--- src/rtl/ste_bus_arbiter_if.sv ---
// STE system bus arbitration signals.
// slave = arbiter side, master = requesting bus masters.
interface ste_bus_arbiter_if;
  logic       as_n;
  logic       dma_br_n;
  logic       dma_bgack_n;
  logic       blt_br_n;
  logic       blt_bgack_n;
  logic       dma_bg_n;
  logic       blt_bg_n;
  logic [1:0] bus_owner;
  logic       bus_free;
  logic       grant_timeout;

  modport slave (
    input  as_n,
    input  dma_br_n,
    input  dma_bgack_n,
    input  blt_br_n,
    input  blt_bgack_n,
    output dma_bg_n,
    output blt_bg_n,
    output bus_owner,
    output bus_free,
    output grant_timeout
  );

  modport master (
    output as_n,
    output dma_br_n,
    output dma_bgack_n,
    output blt_br_n,
    output blt_bgack_n,
    input  dma_bg_n,
    input  blt_bg_n,
    input  bus_owner,
    input  bus_free,
    input  grant_timeout
  );
endinterface

--- src/rtl/ste_bus_arbiter.sv ---
// 68000-style BR/BG/BGACK arbiter for the STE bus:
// DMA over blitter, blitter CPU gap, grant timeout.
module ste_bus_arbiter #(
  parameter int GRANT_TIMEOUT = 16,
  parameter int BLT_GAP       = 4
) (
  input  logic              clk32,
  input  logic              reset,
  input  logic              clk_en,
  ste_bus_arbiter_if.slave  bus
);

  typedef enum logic [1:0] {
    IDLE  = 2'd0,
    GRANT = 2'd1,
    OWNED = 2'd2
  } state_e;

  localparam logic [4:0] TMO_LAST = 5'(GRANT_TIMEOUT - 1);
  localparam logic [4:0] GAP_LOAD = 5'(BLT_GAP);

  state_e     state_q, state_d;
  logic       owner_q, owner_d;
  logic [4:0] tmo_q, tmo_d;
  logic [4:0] gap_q, gap_d;
  logic       dma_bg_q, dma_bg_d;
  logic       blt_bg_q, blt_bg_d;
  logic [1:0] own_q, own_d;
  logic       free_q, free_d;
  logic       to_q, to_d;

  // owner_q: 0 = DMA, 1 = blitter
  logic ack_n;
  logic req_n;
  assign ack_n = owner_q ? bus.blt_bgack_n : bus.dma_bgack_n;
  assign req_n = owner_q ? bus.blt_br_n : bus.dma_br_n;

  always_comb begin
    state_d  = state_q;
    owner_d  = owner_q;
    tmo_d    = tmo_q;
    gap_d    = gap_q;
    dma_bg_d = dma_bg_q;
    blt_bg_d = blt_bg_q;
    own_d    = own_q;
    free_d   = free_q;
    to_d     = 1'b0;
    if (clk_en) begin
      unique case (state_q)
        IDLE: begin
          tmo_d = '0;
          if (gap_q != '0) gap_d = gap_q - 5'd1;
          if (!bus.dma_bgack_n || !bus.blt_bgack_n) begin
            state_d = OWNED;
            owner_d = bus.dma_bgack_n;
            own_d   = bus.dma_bgack_n ? 2'd2 : 2'd1;
          end else if (bus.as_n) begin
            if (!bus.dma_br_n) begin
              state_d  = GRANT;
              owner_d  = 1'b0;
              dma_bg_d = 1'b0;
            end else if (!bus.blt_br_n && gap_q == '0) begin
              state_d  = GRANT;
              owner_d  = 1'b1;
              blt_bg_d = 1'b0;
            end
          end
        end
        GRANT: begin
          if (tmo_q != 5'h1f) tmo_d = tmo_q + 5'd1;
          if (!ack_n) begin
            state_d  = OWNED;
            dma_bg_d = 1'b1;
            blt_bg_d = 1'b1;
            own_d    = owner_q ? 2'd2 : 2'd1;
          end else if (req_n) begin
            state_d  = IDLE;
            dma_bg_d = 1'b1;
            blt_bg_d = 1'b1;
          end else if (tmo_q == TMO_LAST) begin
            state_d  = IDLE;
            dma_bg_d = 1'b1;
            blt_bg_d = 1'b1;
            to_d     = 1'b1;
          end
        end
        OWNED: begin
          if (ack_n) begin
            state_d = IDLE;
            own_d   = 2'd0;
            tmo_d   = '0;
            if (owner_q) gap_d = GAP_LOAD;
          end
        end
        default: state_d = IDLE;
      endcase
      free_d = (state_d == IDLE) && bus.dma_bgack_n && bus.blt_bgack_n;
    end
  end

  always_ff @(posedge clk32) begin
    if (reset) begin
      state_q  <= IDLE;
      owner_q  <= 1'b0;
      tmo_q    <= '0;
      gap_q    <= '0;
      dma_bg_q <= 1'b1;
      blt_bg_q <= 1'b1;
      own_q    <= 2'd0;
      free_q   <= 1'b1;
      to_q     <= 1'b0;
    end else begin
      state_q  <= state_d;
      owner_q  <= owner_d;
      tmo_q    <= tmo_d;
      gap_q    <= gap_d;
      dma_bg_q <= dma_bg_d;
      blt_bg_q <= blt_bg_d;
      own_q    <= own_d;
      free_q   <= free_d;
      to_q     <= to_d;
    end
  end

  assign bus.dma_bg_n      = dma_bg_q;
  assign bus.blt_bg_n      = blt_bg_q;
  assign bus.bus_owner     = own_q;
  assign bus.bus_free      = free_q;
  assign bus.grant_timeout = to_q;

endmodule

--- src/flat_wrapper.sv ---
// flat-port wrapper written by rule: the top's interface ports become plain ports
module ste_bus_arbiter_flat 
#(
  parameter int GRANT_TIMEOUT = 16,
  parameter int BLT_GAP       = 4
)
  (clk32, reset, clk_en, bus_as_n, bus_dma_br_n, bus_dma_bgack_n, bus_blt_br_n, bus_blt_bgack_n, bus_dma_bg_n, bus_blt_bg_n, bus_bus_owner, bus_bus_free, bus_grant_timeout);
  ste_bus_arbiter_if bus_i ();
  input  logic clk32;
  input  logic reset;
  input  logic clk_en;
  input wire logic [$bits(bus_i.as_n)-1:0] bus_as_n;
  input wire logic [$bits(bus_i.dma_br_n)-1:0] bus_dma_br_n;
  input wire logic [$bits(bus_i.dma_bgack_n)-1:0] bus_dma_bgack_n;
  input wire logic [$bits(bus_i.blt_br_n)-1:0] bus_blt_br_n;
  input wire logic [$bits(bus_i.blt_bgack_n)-1:0] bus_blt_bgack_n;
  output wire logic [$bits(bus_i.dma_bg_n)-1:0] bus_dma_bg_n;
  output wire logic [$bits(bus_i.blt_bg_n)-1:0] bus_blt_bg_n;
  output wire logic [$bits(bus_i.bus_owner)-1:0] bus_bus_owner;
  output wire logic [$bits(bus_i.bus_free)-1:0] bus_bus_free;
  output wire logic [$bits(bus_i.grant_timeout)-1:0] bus_grant_timeout;
  assign bus_i.as_n = bus_as_n;
  assign bus_i.dma_br_n = bus_dma_br_n;
  assign bus_i.dma_bgack_n = bus_dma_bgack_n;
  assign bus_i.blt_br_n = bus_blt_br_n;
  assign bus_i.blt_bgack_n = bus_blt_bgack_n;
  assign bus_dma_bg_n = bus_i.dma_bg_n;
  assign bus_blt_bg_n = bus_i.blt_bg_n;
  assign bus_bus_owner = bus_i.bus_owner;
  assign bus_bus_free = bus_i.bus_free;
  assign bus_grant_timeout = bus_i.grant_timeout;
  ste_bus_arbiter #(.GRANT_TIMEOUT(GRANT_TIMEOUT), .BLT_GAP(BLT_GAP)) u_core (.clk32(clk32), .reset(reset), .clk_en(clk_en), .bus(bus_i));
endmodule
--- config.mk ---
export PLATFORM = sky130hd
export DESIGN_NAME = ste_bus_arbiter_flat
export DESIGN_NICKNAME = d
export VERILOG_FILES = /design/src/rtl/ste_bus_arbiter_if.sv /design/src/rtl/ste_bus_arbiter.sv /design/src/flat_wrapper.sv
export SDC_FILE = /design/constraint.sdc
export NUM_CORES = 1
export LEC_CHECK = 0
export CORE_MARGIN = 4
export CORE_UTILIZATION = 45
export CTS_CLUSTER_DIAMETER = 30
export DETAILED_ROUTE_END_ITERATION = 7
export PLACE_DENSITY = 0.79
export SETUP_SLACK_MARGIN = 0.4
export SLEW_MARGIN = 20
export SYNTH_ARGS = -nofsm -noshare
export SYNTH_HDL_FRONTEND = slang
export SYNTH_SLANG_ARGS = --single-unit
--- constraint.sdc ---
create_clock -name clk32 -period 1.9 [get_ports clk32]
set_clock_uncertainty 0.15 [all_clocks]
set_input_delay 0.475 -clock clk32 [delete_from_list [all_inputs] [get_ports clk32]]
set_output_delay 0.475 -clock clk32 [all_outputs]
set_load 0.01 [all_outputs]
### Word level (Yosys, flattened, before mapping)

Index checks and enable logic that the tools add are counted.

* bits in registers: 19
* output and inout bits: 6

* $add $sub $neg: 2
* equality and inequality tests: 17
* muxes and demuxes: 42
* bitwise logic cells: 3
* reductions and logical operators: 22

Operators with widths (number)
* $mux W2: 14
* $mux W5: 5
* $mux W1: 17
* $pmux W5 S3: 1
* $ne A2 B1 Y1 const B: 6
* $pmux W2 S3: 2
* $ne A2 B2 Y1 const B: 5
* $pmux W5 S2: 1
* $reduce_and A5 Y1: 2
* $reduce_and A4 Y1: 2
* $reduce_and A7 Y1: 1
* $reduce_and A6 Y1: 1
* $reduce_bool A2 Y1: 3
* $add A5 B1 Y5 const B: 1
* $eq A5 B4 Y1 const B: 1
* $logic_not A5 Y1: 1
* $ne A5 B5 Y1 const B: 1
* $reduce_bool A5 Y1: 1
* $reduce_or A5 Y1: 1
* $sub A5 B1 Y5 const B: 1
* $logic_not A2 Y1: 2
* $ne A4 B4 Y1 const B: 1
* $pmux W1 S2: 2
* $logic_and A1 B1 Y1: 3
* 7 further kinds: 11

### Depth between registers and ports, before layout

Gate-level depths: netlist (run 1).

* depth in word-level cells: 11
* depth in mapped cells: 7
* mapped depth without buffers: 7

### Worst setup path after synthesis (run 1)

No wires, ideal clock.

* kind: register to register
* start point: register u_core.tmo_q[0]
* end point: register u_core.tmo_q[3]
* setup time: 0.070 ns
* arrival: 1.627 ns
* data required time: 1.680 ns
* setup slack: 0.052 ns
* stages on the path, launching flop included: 7
* path buffers: 0
* clock period less this slack: 1.848 ns
* cell sequence: dfxtp_1 > ha_1 > and3_1 > ha_1 > nand4b_1 > or4_1 > a21oi_1

* word-level cells in the longest chain between the ends: 3
* elaborated cells between the ends (all ways): 6
* classes of those cells: 1 x add/sub; 2 x eq/ne; 2 x mux; 1 x reduce/logical

RTL lines
* start, declared: RTL line ste_bus_arbiter.sv:24 `logic [4:0] tmo_q, tmo_d;`
* start signal, assigned: RTL line ste_bus_arbiter.sv:115 `tmo_q <= tmo_d;`
* $add A5 B1 Y5 / $ne A5 B5 Y1 (equally long branches): RTL line ste_bus_arbiter.sv:70 `if (tmo_q != 5'h1f) tmo_d = tmo_q + 5'd1;`
* $mux W5 / $ne A2 B1 Y1 (equally long branches)
* $pmux W5 S3 / $reduce_and A4 Y1 (equally long branches)

Parallel ways exist; a longest one is shown, timed or not. The select of a mux whose other input is x is not followed.
A chain may end at the register's enable or synchronous reset.

### Worst setup path after layout (run 1)

* start point: register u_core.gap_q[1]
* end point: register u_core.blt_bg_q, in the netlist u_core.bus.blt_bg_n

* word-level cells in the longest chain between the ends: 4

RTL lines
* start, declared: RTL line ste_bus_arbiter.sv:25 `logic [4:0] gap_q, gap_d;`
* start signal, assigned: RTL line ste_bus_arbiter.sv:116 `gap_q <= gap_d;`
* $logic_not A5 Y1: RTL line ste_bus_arbiter.sv:62 `end else if (!bus.blt_br_n && gap_q == '0) begin`
* $logic_and A1 B1 Y1: RTL line ste_bus_arbiter.sv:62
* $ne A2 B1 Y1 (no source line)
* $reduce_and A7 Y1 (no source line)
* end signal, assigned: RTL line ste_bus_arbiter.sv:118 `blt_bg_q <= blt_bg_d;`
* end, declared: RTL line ste_bus_arbiter.sv:27 `logic blt_bg_q, blt_bg_d;`

Every way passes these cells.

==> results_dict.tcl, run 1 <==
set metrics [dict create \
    syn_warnings 0 \
    worstSetupEndpointType "flip-flop" \
    first_global_vias 1384 \
    worst_path_max_fanout 3 \
    die_w_um 61.1 \
    ant_nets 0 \
    power.ir.vdd_worst_mv 0.968 \
    yosysSeqAreaShare_pct 30.0 \
    finalWeightedCongestion 0.920 \
    achievable-frequency_mhz 526 \
    period_share_pct 100 \
    largest_net_degree_at_the_start_of_global_routing 12 \
    wire_length_of_the_first_global_routing_pass_um 6440 \
    drt_pass1_iterations 4 \
    worstHoldPathCells 2 \
    cts.sink_count 19 \
    timing.max_cap.violations 0 \
    die_area_sq_um 3730 \
    async_reset_ff_share_pct 0 \
    core_sq_um 2590 \
    std_cell_rows 18 \
    initial_cell_density_of_the_core_pct 48.9 \
    top_level_ports 14 \
    synth.largest_area_cell "sky130_fd_sc_hd__dfxtp_1" \
    syn_nets 174 \
    grt_setup_unrepaired "yes" \
    post-route-worst-setup-slack_ps -0.901 \
    final-setup-viol-count 1 \
    worstSetupStartpointType "flip-flop" \
    synth.ff_latch_count 19 \
    clock_tree.htree_level_count 1 \
    grt_antenna_before_repair 0 \
    drt_drc_violations_left 0 \
    cp.required_ps 1990 \
    proportion_of_layout_cells_with_a_drive_suffix_above_1_pct 48.8 \
    cts-root-to-sink-buffers 2 \
    cts_buffers 3 \
    port_buffers 13 \
    area_share_of_the_largest_cell_type_after_synthesis_pct 30.0 \
    cts_tree "built" \
    failed_checks "negative setup slack" \
    final.min_clock_period_ps 1900 \
    wl_per_cell_um 18.0 \
    avgSynthCellArea_sq_um 8.07 \
    synth-main-ff-cell "sky130_fd_sc_hd__dfxtp_1" \
    synthTopCellsByArea "sky130_fd_sc_hd__dfxtp_1 30%, sky130_fd_sc_hd__ha_1 8.9%, sky130_fd_sc_hd__a21oi_1 6.3%" \
    final_hold_viol_count 0 \
    synthDistinctLibCells 46 \
    fin_nets 223 \
    worstMarginPinSlew_ps 368 \
    synth.cell_area_sq_um 1270 \
    classification_of_the_worst_setup_path "flip-flop to flip-flop" \
    pwr_density_cell_nw_per_um2 871 \
    slew_headroom_pct 75.4 \
    worstHoldPathType "flip-flop to flip-flop" \
    count_of_inserted_antenna_diode_cells 0 \
    r2r_cells 7 \
    slew_violations 0 \
    vias_per_cell 6.38 \
    detail_route.iter0.violations 122 \
    routed_wirelength_um 4220 \
    hpwlAfterDp_um 2730 \
    holdWs_ps 337 \
    via_count 1499 \
    power.static_leakage_uw 0.000786 \
    gr-usage-all-layers_pct 22.7 \
    fp.dieH_um 61.1 \
    pre_cts_slack_ps -403 \
    result_of_the_run "complete, but fails checks" \
    grt_overflow 0 \
    area_grow_syn2layout_pct 57.5 \
    timing.critical_path.arrival_ps 1990 \
    synth-edff-count 0 \
    root_buffer "sky130_fd_sc_hd__clkbuf_4" \
    post_synth_inst_count 157 \
    clkSlewWorstSetupHoldPaths_ps 120 \
    clock_insertion_delay_worst_skew_ps 310 \
]
## final timing paths
| path | startpoint | to | slack, ps |
|---|---|---|---|
| worst min-delay path | u_core.bus.bus_free$_SDFFE_PP1P_ | u_core.bus.bus_free$_SDFFE_PP1P_ | 340 |
| worst max register to register | u_core.gap_q[1]$_SDFFE_PP0P_ | u_core.bus.blt_bg_n$_SDFFE_PP1P_ | -0.9 |
| worst max-delay path | u_core.gap_q[1]$_SDFFE_PP0P_ | u_core.bus.blt_bg_n$_SDFFE_PP1P_ | -0.9 |
| worst min register to register | u_core.bus.bus_free$_SDFFE_PP1P_ | u_core.bus.bus_free$_SDFFE_PP1P_ | 340 |
## logic make-up after synthesis
group,share of synthesized area [%]
AOI/OAI and AO/OA,29.6
muxes,3.16
DFF,30.0
adders and majority gates,8.88
and+or+nand+nor,22.6
buffers and inverters,5.73
## final cells by class
cell class	count	area, sq um
clock buffer	3	22.5
clock inverter	1	5.00
fill	164	594
inverter	11	43.8
multi-input combinational	119	1080
sequential	19	400
tap	30	37.5
timing repair buffer	52	409
## cells in the final DEF, fill, tap and decap left out, drive strengths merged, types with 2 or more instances in the layout
cell type	count
buf	44
dfxtp	19
a21oi	16
nor2	14
o21ai	12
inv	11
ha	9
nand2	7
nor2b	5
nand3b	4
nand3	4
clkdlybuf4s50	4
mux2i	4
clkbuf	4
a211oi	4
a31oi	3
and3	3
a311oi	3
nor4	2
o211a	2
nand4b	2
dlygate4sd2	2
nor3b	2
## worst max-delay path, stage by stage (launching register included)
cell	delay (ps)
sky130_fd_sc_hd__dfxtp_2	350
sky130_fd_sc_hd__inv_2	70
sky130_fd_sc_hd__ha_4	130
sky130_fd_sc_hd__or4b_4	490
sky130_fd_sc_hd__buf_6	140
sky130_fd_sc_hd__o31ai_4	210
sky130_fd_sc_hd__a311oi_2	140
sky130_fd_sc_hd__a41oi_2	160
## cells in the mapped netlist (2+ instances only)
cell type	number
sky130_fd_sc_hd__a21oi_1	16
sky130_fd_sc_hd__a311oi_1	3
sky130_fd_sc_hd__o211a_1	2
sky130_fd_sc_hd__ha_1	9
sky130_fd_sc_hd__nor4_1	2
sky130_fd_sc_hd__nor2_1	14
sky130_fd_sc_hd__nand4b_1	2
sky130_fd_sc_hd__o21ai_0	10
sky130_fd_sc_hd__nand3b_1	4
sky130_fd_sc_hd__nand2_1	7
sky130_fd_sc_hd__dfxtp_1	19
sky130_fd_sc_hd__nand3_1	4
sky130_fd_sc_hd__o21ai_1	2
sky130_fd_sc_hd__nor3b_1	2
sky130_fd_sc_hd__nor2b_1	5
sky130_fd_sc_hd__a31oi_1	3
sky130_fd_sc_hd__and3_1	3
sky130_fd_sc_hd__mux2i_1	4
sky130_fd_sc_hd__clkbuf_1	7
sky130_fd_sc_hd__a211oi_1	3
sky130_fd_sc_hd__inv_1	11
## metal layers
layer | up-vias | part of all wire [%] | track usage (%)
li1 | 679 | - | -
met1 | 746 | 42 | 30.0
met2 | 63 | 49 | 37.5
met3 | 11 | 6.9 | 2.31
met4 | 0 | 2.5 | 9.60
met5 | - | 0 | 0
## registers in the layout, summed over array words and instances (netlist names)
| signal | cells |
|---|---|
| u_core.bus.blt_bg_n | 1 |
| u_core.bus.bus_free | 1 |
| u_core.bus.bus_owner | 2 |
| u_core.bus.dma_bg_n | 1 |
| u_core.bus.grant_timeout | 1 |
| u_core.gap_q | 5 |
| u_core.owner_q | 1 |
| u_core.state_q | 2 |
| u_core.tmo_q | 5 |
## power by group
part	internal [uW]	total (uW)	leakage, uW	switching [uW]
Combinational	495	987	0.000610	492
Clock	78.9	222	0.0000177	143
Sequential	467	529	0.000158	62.8
Total	1040	1740	0.000786	697
## stage by stage
step	std cells	utilization, %	total power, uW	area [sq um]	setup TNS, ps
after detailed placement	218	64.5	1240	1670	-4820
after global routing	235	77.1	1830	2000	-123
after global placement	218	64.5	1210	1670	-4020
after CTS	228	70.0	1580	1810	0
final	235	77.1	1740	2000	-0.901
after floorplan	157	-	996	1350	0
## repair_timing
item / CTS / global route
setup buffers: 6 / 7
endpoints found under the setup margin: 25 / 21
pin swaps: 10 / 13
hold buffers: 0 / 0
resized for setup: 51 / 33
Note: power is estimated with default switching activity, not from simulation.
==> run 2: changes to the inputs <==
CORE_UTILIZATION = 50   (was 45)
PLACE_DENSITY = 0.85   (was 0.79)
TNS_END_PERCENT = 1   (was default)
==> run 2 against run 1 <==
The run still ends with negative setup slack left. Register-to-register slack lost 60 ps. Setup slack got worse by 59 ps. Final area is 15% lower. Final cell count decreased by 6.4%. Clock-buffer cell count is the same. Maximum frequency is 3.0% lower. Power decreased by 16%. Sequential share of layout area grew 2.8 points. Sequential cell count unchanged. Sequential power down 2%. Routed wire length decreased by 7.5%. Global-route usage down 0.62 points.
==> results_dict.tcl, run 2 (synthesized netlist as in run 1, its figures left out) <==
set metrics [dict create \
    wl_per_cell_um 17.8 \
    worstSetupEndpointType "flip-flop" \
    top_level_ports 14 \
    slew_violations 0 \
    period_share_pct 103 \
    clock_insertion_delay_worst_skew_ps 290 \
    worstHoldPathType "flip-flop to flip-flop" \
    vias_per_cell 6.47 \
    die_w_um 58.4 \
    routed_wirelength_um 3910 \
    final-setup-viol-count 5 \
    grt_setup_unrepaired "yes" \
    clkSlewWorstSetupHoldPaths_ps 110 \
    filler_cell_count 166 \
    critical_path.max_stage_delay_ps 520 \
    cts_buffers 3 \
    cp.required_ps 1930 \
    detail_route.iter0.violations 134 \
    clock_tree.htree_level_count 1 \
    fin_setup_tns_ps -151 \
    std_cell_rows 17 \
    fin_area_sq_um 1700 \
    fin_nets 210 \
    layout.cells.non_filler 220 \
    post-route-worst-setup-slack_ps -59.5 \
    timing.max_cap.violations 0 \
    core_sq_um 2320 \
    die_area_sq_um 3400 \
    slew_headroom_pct 68.4 \
    worstSetupStartpointType "flip-flop" \
    largest_net_degree_at_the_start_of_global_routing 12 \
    result_of_the_run "complete, but fails checks" \
    post_placement_cell_count 214 \
    first_global_vias 1390 \
    worstMarginPinSlew_ps 465 \
    drt_pass1_iterations 4 \
    mostFrequentLayoutCells "25 x sky130_fd_sc_hd__buf_4, 14 x sky130_fd_sc_hd__nor2_1, 13 x sky130_fd_sc_hd__a21oi_1" \
    footprint_of_the_multi_input_gates_sq_um 907 \
    drt_drc_violations_left 0 \
    cts.sink_count 19 \
    initial_cell_density_of_the_core_pct 54.7 \
    area_grow_syn2layout_pct 34.5 \
    grt_antenna_before_repair 0 \
    ant_nets 0 \
    finalWeightedCongestion 0.931 \
    grt_overflow 0 \
    worst_path_max_fanout 3 \
    root_buffer "sky130_fd_sc_hd__clkbuf_4" \
    port_buffers 13 \
    via_count 1424 \
    classification_of_the_worst_setup_path "flip-flop to flip-flop" \
    count_of_inserted_antenna_diode_cells 0 \
    proportion_of_layout_cells_with_a_drive_suffix_above_1_pct 34.4 \
    power.ir.vdd_worst_mv 0.819 \
    area_of_all_sequential_standard_cells_sq_um 390 \
    final.min_clock_period_ps 1960 \
    totalPowerFinal_uw 1470 \
    wire_length_of_the_first_global_routing_pass_um 5940 \
    timing.critical_path.arrival_ps 1990 \
    timing.critical_path.slowest_stage_cell "sky130_fd_sc_hd__or4b_4" \
    crit_chain "inv_1 > ha_1 > or4b_4 > o21ai_4 > buf_4 > a211o_1 > o311ai_1" \
    fp.dieH_um 58.4 \
    cts_tree "built" \
    layout_commonest_cell "sky130_fd_sc_hd__buf_4" \
    largest_registers "u_core.gap_q (5), u_core.tmo_q (5)" \
    failed_checks "negative setup slack" \
    hpwlAfterDp_um 2660 \
    final_hold_viol_count 0 \
    achievable-frequency_mhz 510 \
    gr-usage-all-layers_pct 22.1 \
    pwr_density_cell_nw_per_um2 861 \
    cts-root-to-sink-buffers 2 \
    power.static_leakage_uw 0.000711 \
    finish.utilization_pct 73.5 \
    place_area_sq_um 1600 \
]
-- run 2: cell types whose count changed in the layout (fill, tap and decap cells not counted), sizes merged --
cell	change
buf	-14
clkdlybuf4s50	-2
dlygate4sd2	+2
dlymetal6s2s	+1
-- run 2: cell type report --
| class | count | area share (%) |
|---|---|---|
| tap | 28 | 2.06 |
| clock inverter | 1 | 0.294 |
| clock buffer | 3 | 1.32 |
| sequential | 19 | 22.9 |
| inverter | 11 | 2.42 |
| timing repair buffer | 39 | 17.8 |
| multi-input combinational | 119 | 53.2 |
-- run 2: what timing repair did --
action / in CTS / in global routing
cloned: 0 / 0
pin swaps: 1 / 7
resized for setup: 45 / 10
hold buffers: 0 / 0
setup buffers: 0 / 2
endpoints found under the setup margin: 25 / 23
-- run 2: worst paths after layout --
kind / slack, ps / end / start / cells past startpoint
hold reg to reg: 360 / u_core.tmo_q[1]$_SDFFE_PP0P_ / u_core.tmo_q[1]$_SDFFE_PP0P_ / 2
hold / removal: 360 / u_core.tmo_q[1]$_SDFFE_PP0P_ / u_core.tmo_q[1]$_SDFFE_PP0P_ / 2
setup / recovery: -60 / u_core.state_q[1]$_SDFFE_PP0P_ / u_core.gap_q[1]$_SDFFE_PP0P_ / 7
setup reg to reg: -60 / u_core.state_q[1]$_SDFFE_PP0P_ / u_core.gap_q[1]$_SDFFE_PP0P_ / 7
-- run 2: metrics by stage --
stage | worst slack (ps) | hold WS (ps)
5_1_grt | -131 | 372
6_report | -59.5 | 359
3_3_place_gp | -269 | 301
2_1_floorplan | 156 | 312
4_1_cts | -29.4 | 347
3_5_place_dp | -367 | 331
-- run 2: metal layers --
layer | part of all wire (%) | wire (um) | GRT usage (%)
met5 | 0 | 0 | 0
met4 | 4.2 | 166 | 13.2
met3 | 7.9 | 309 | 3.29
met2 | 48 | 1890 | 38.8
met1 | 39 | 1540 | 24.9
-- run 2: worst max-delay path: cells and delay by family (launching register included) --
family / cells / cell delay [ps]
flip-flops: 1 / 350
AND/OR/NAND/NOR: 1 / 520
buffers and inverters: 2 / 210
AO/OA/AOI/OAI: 3 / 460
adder cells (fa/ha/maj): 1 / 160
-- run 2: report_power, final --
| group | internal, uW | switching [uW] |
|---|---|---|
| combinational | 342 | 400 |
| clock | 78.3 | 129 |
| sequential | 464 | 52.9 |
| total | 885 | 582 |
==> run 3: changes to the inputs <==
CORE_UTILIZATION = 59   (was 50)
GPL_ROUTABILITY_DRIVEN = 0   (was default)
PLACE_DENSITY = 0.93   (was 0.85)
clock period = 2.45 ns   (was 1.9 ns; I/O delays follow)
==> run 3 against run 2 <==
The flow now finishes without violations. Power fell by 27%. Utilization increased by 2.6 points. Largest power group unchanged. Critical path type unchanged. Register-to-register slack improved by 440 ps. Final cell count decreased by 8.2%.
==> results_dict.tcl, run 3 (synthesized netlist as in run 1, its figures left out) <==
set metrics [dict create \
    fin_setup_tns_ps 0 \
    fin_nets 193 \
    post_placement_cell_count 198 \
    worst_path_max_fanout 5 \
    layout_commonest_cell "sky130_fd_sc_hd__dfxtp_1" \
    final.min_clock_period_ps 2060 \
    drt_pass1_iterations 4 \
    timing.critical_path.arrival_ps 2110 \
    worstHoldPathType "flip-flop to flip-flop" \
    pwr_density_cell_nw_per_um2 700 \
    grt_antenna_before_repair 0 \
    std_cell_rows 16 \
    clock_insertion_delay_worst_skew_ps 310 \
    power.ir.vdd_worst_mv 0.686 \
    final-setup-viol-count 0 \
    wire_length_of_the_first_global_routing_pass_um 5180 \
    wl_per_cell_um 16.6 \
    die_area_sq_um 2950 \
    hpwlAfterDp_um 2400 \
    via_count 1299 \
    post-cts-setup-buffers 0 \
    fin_area_sq_um 1520 \
    root_buffer "sky130_fd_sc_hd__clkbuf_4" \
    ant_nets 0 \
    core_sq_um 2000 \
    power.static_leakage_uw 0.000613 \
    worst_path_dominant_cell_family "compound AO/OA/AOI/OAI gates" \
    crit_chain "ha_1 > and3_1 > ha_1 > nor2b_2 > o2111ai_1 > a21boi_0 > o311ai_1" \
    clock_tree.htree_level_count 1 \
    proportion_of_layout_cells_with_a_drive_suffix_above_1_pct 14.3 \
    area_grow_syn2layout_pct 20.2 \
    mostFrequentLayoutCells "17 x sky130_fd_sc_hd__dfxtp_1, 16 x sky130_fd_sc_hd__a21oi_1, 14 x sky130_fd_sc_hd__nor2_1" \
    crit_buf_inv 0 \
    worstSetupStartpointType "flip-flop" \
    critical_path.max_stage_delay_ps 370 \
    finish.utilization_pct 76.1 \
    initial_cell_density_of_the_core_pct 63.3 \
    vias_per_cell 6.43 \
    largest_registers "u_core.gap_q (5), u_core.tmo_q (5)" \
    cp.required_ps 2500 \
    gr-usage-all-layers_pct 24.2 \
    place_area_sq_um 1470 \
    period_share_pct 84.3 \
    largest_net_degree_at_the_start_of_global_routing 13 \
    totalPowerFinal_uw 1070 \
    drt_drc_violations_left 0 \
    worstMarginPinSlew_ps 489 \
    grt_overflow 0 \
    top_level_ports 14 \
    timing.critical_path.slowest_stage_cell "sky130_fd_sc_hd__dfxtp_2" \
    count_of_inserted_antenna_diode_cells 0 \
    result_of_the_run "finished, final reports clean" \
    final_hold_viol_count 0 \
    cts_tree "built" \
    fp.dieH_um 54.4 \
    slew_headroom_pct 67.3 \
    die_w_um 54.4 \
    layout.cells.non_filler 202 \
    cpMostUsedCell "sky130_fd_sc_hd__ha_1" \
    classification_of_the_worst_setup_path "flip-flop to flip-flop" \
    cts-root-to-sink-buffers 2 \
    clkSlewWorstSetupHoldPaths_ps 110 \
    cts_buffers 3 \
    worstSetupEndpointType "flip-flop" \
    slew_violations 0 \
    detail_route.iter0.violations 61 \
    achievable-frequency_mhz 484 \
    grt_setup_unrepaired "yes" \
    first_global_vias 1221 \
    timing.max_cap.violations 0 \
    cts.sink_count 19 \
    port_buffers 13 \
    routed_wirelength_um 3360 \
]
==> run 3: changes by cell type in the layout (fill, tap and decap cells not counted), sizes merged <==
cell / delta
clkinv: -1
dlygate4sd2: -3
clkdlybuf4s15: -1
clkdlybuf4s50: +10
buf: -21
dlymetal6s2s: -1
==> run 3: area by class of cell <==
class | count | area [sq um]
clock buffers | 4 | 26.3
fillers | 135 | 478
multi-input cells | 119 | 843
repair buffers | 22 | 196
inverters | 11 | 41.3
flip-flops and latches | 19 | 383
well taps | 27 | 33.8
==> run 3: path summary, 6_finish.rpt <==
| check | endpoint | depth (start not counted) | startpoint | slack (ps) |
|---|---|---|---|---|
| min | u_core.bus.bus_free$_SDFFE_PP1P_ | 2 | u_core.bus.bus_free$_SDFFE_PP1P_ | 350 |
| max | u_core.state_q[1]$_SDFFE_PP0P_ | 7 | u_core.tmo_q[0]$_SDFFE_PP0P_ | 390 |
| min reg2reg | u_core.bus.bus_free$_SDFFE_PP1P_ | 2 | u_core.bus.bus_free$_SDFFE_PP1P_ | 350 |
| max reg2reg | u_core.state_q[1]$_SDFFE_PP0P_ | 7 | u_core.tmo_q[0]$_SDFFE_PP0P_ | 390 |
==> run 3: repair_timing <==
| action | 4_1_cts | 5_1_grt |
|---|---|---|
| pin swaps | 0 | 0 |
| endpoints found under the hold margin | 0 | 0 |
| setup endpoints to repair | 3 | 13 |
| resized for setup | 4 | 7 |
| hold buffers | 0 | 0 |
==> run 3: through the flow <==
stage / worst slack, ps / hold WS, ps
final: 385 / 346
after global routing: 301 / 370
after CTS: 393 / 345
after detailed placement: 45.1 / 319
after global placement: 89.4 / 304
after floorplan: 547 / 303
==> run 3: worst reg2reg max path: cells and delay by family (launching register included) <==
kind / cells / cell delay [ps]
fa+ha+maj: 2 / 460
simple gates: 2 / 380
flops: 1 / 370
compound gates: 3 / 610
==> run 3: layer usage <==
layer | vias up | routed length [um] | track usage (%)
met1 | 608 | 1370 | 25.8
li1 | 621 | - | -
met3 | 11 | 203 | 3.27
met4 | 0 | 84 | 14.1
met2 | 59 | 1710 | 44.8
met5 | - | 0 | 0
==> run 3: power breakdown <==
group	leakage [uW]	switching (uW)	internal, uW
Clock	0.0000150	102	63.7
Combinational	0.000442	264	228
Sequential	0.000156	52.9	357
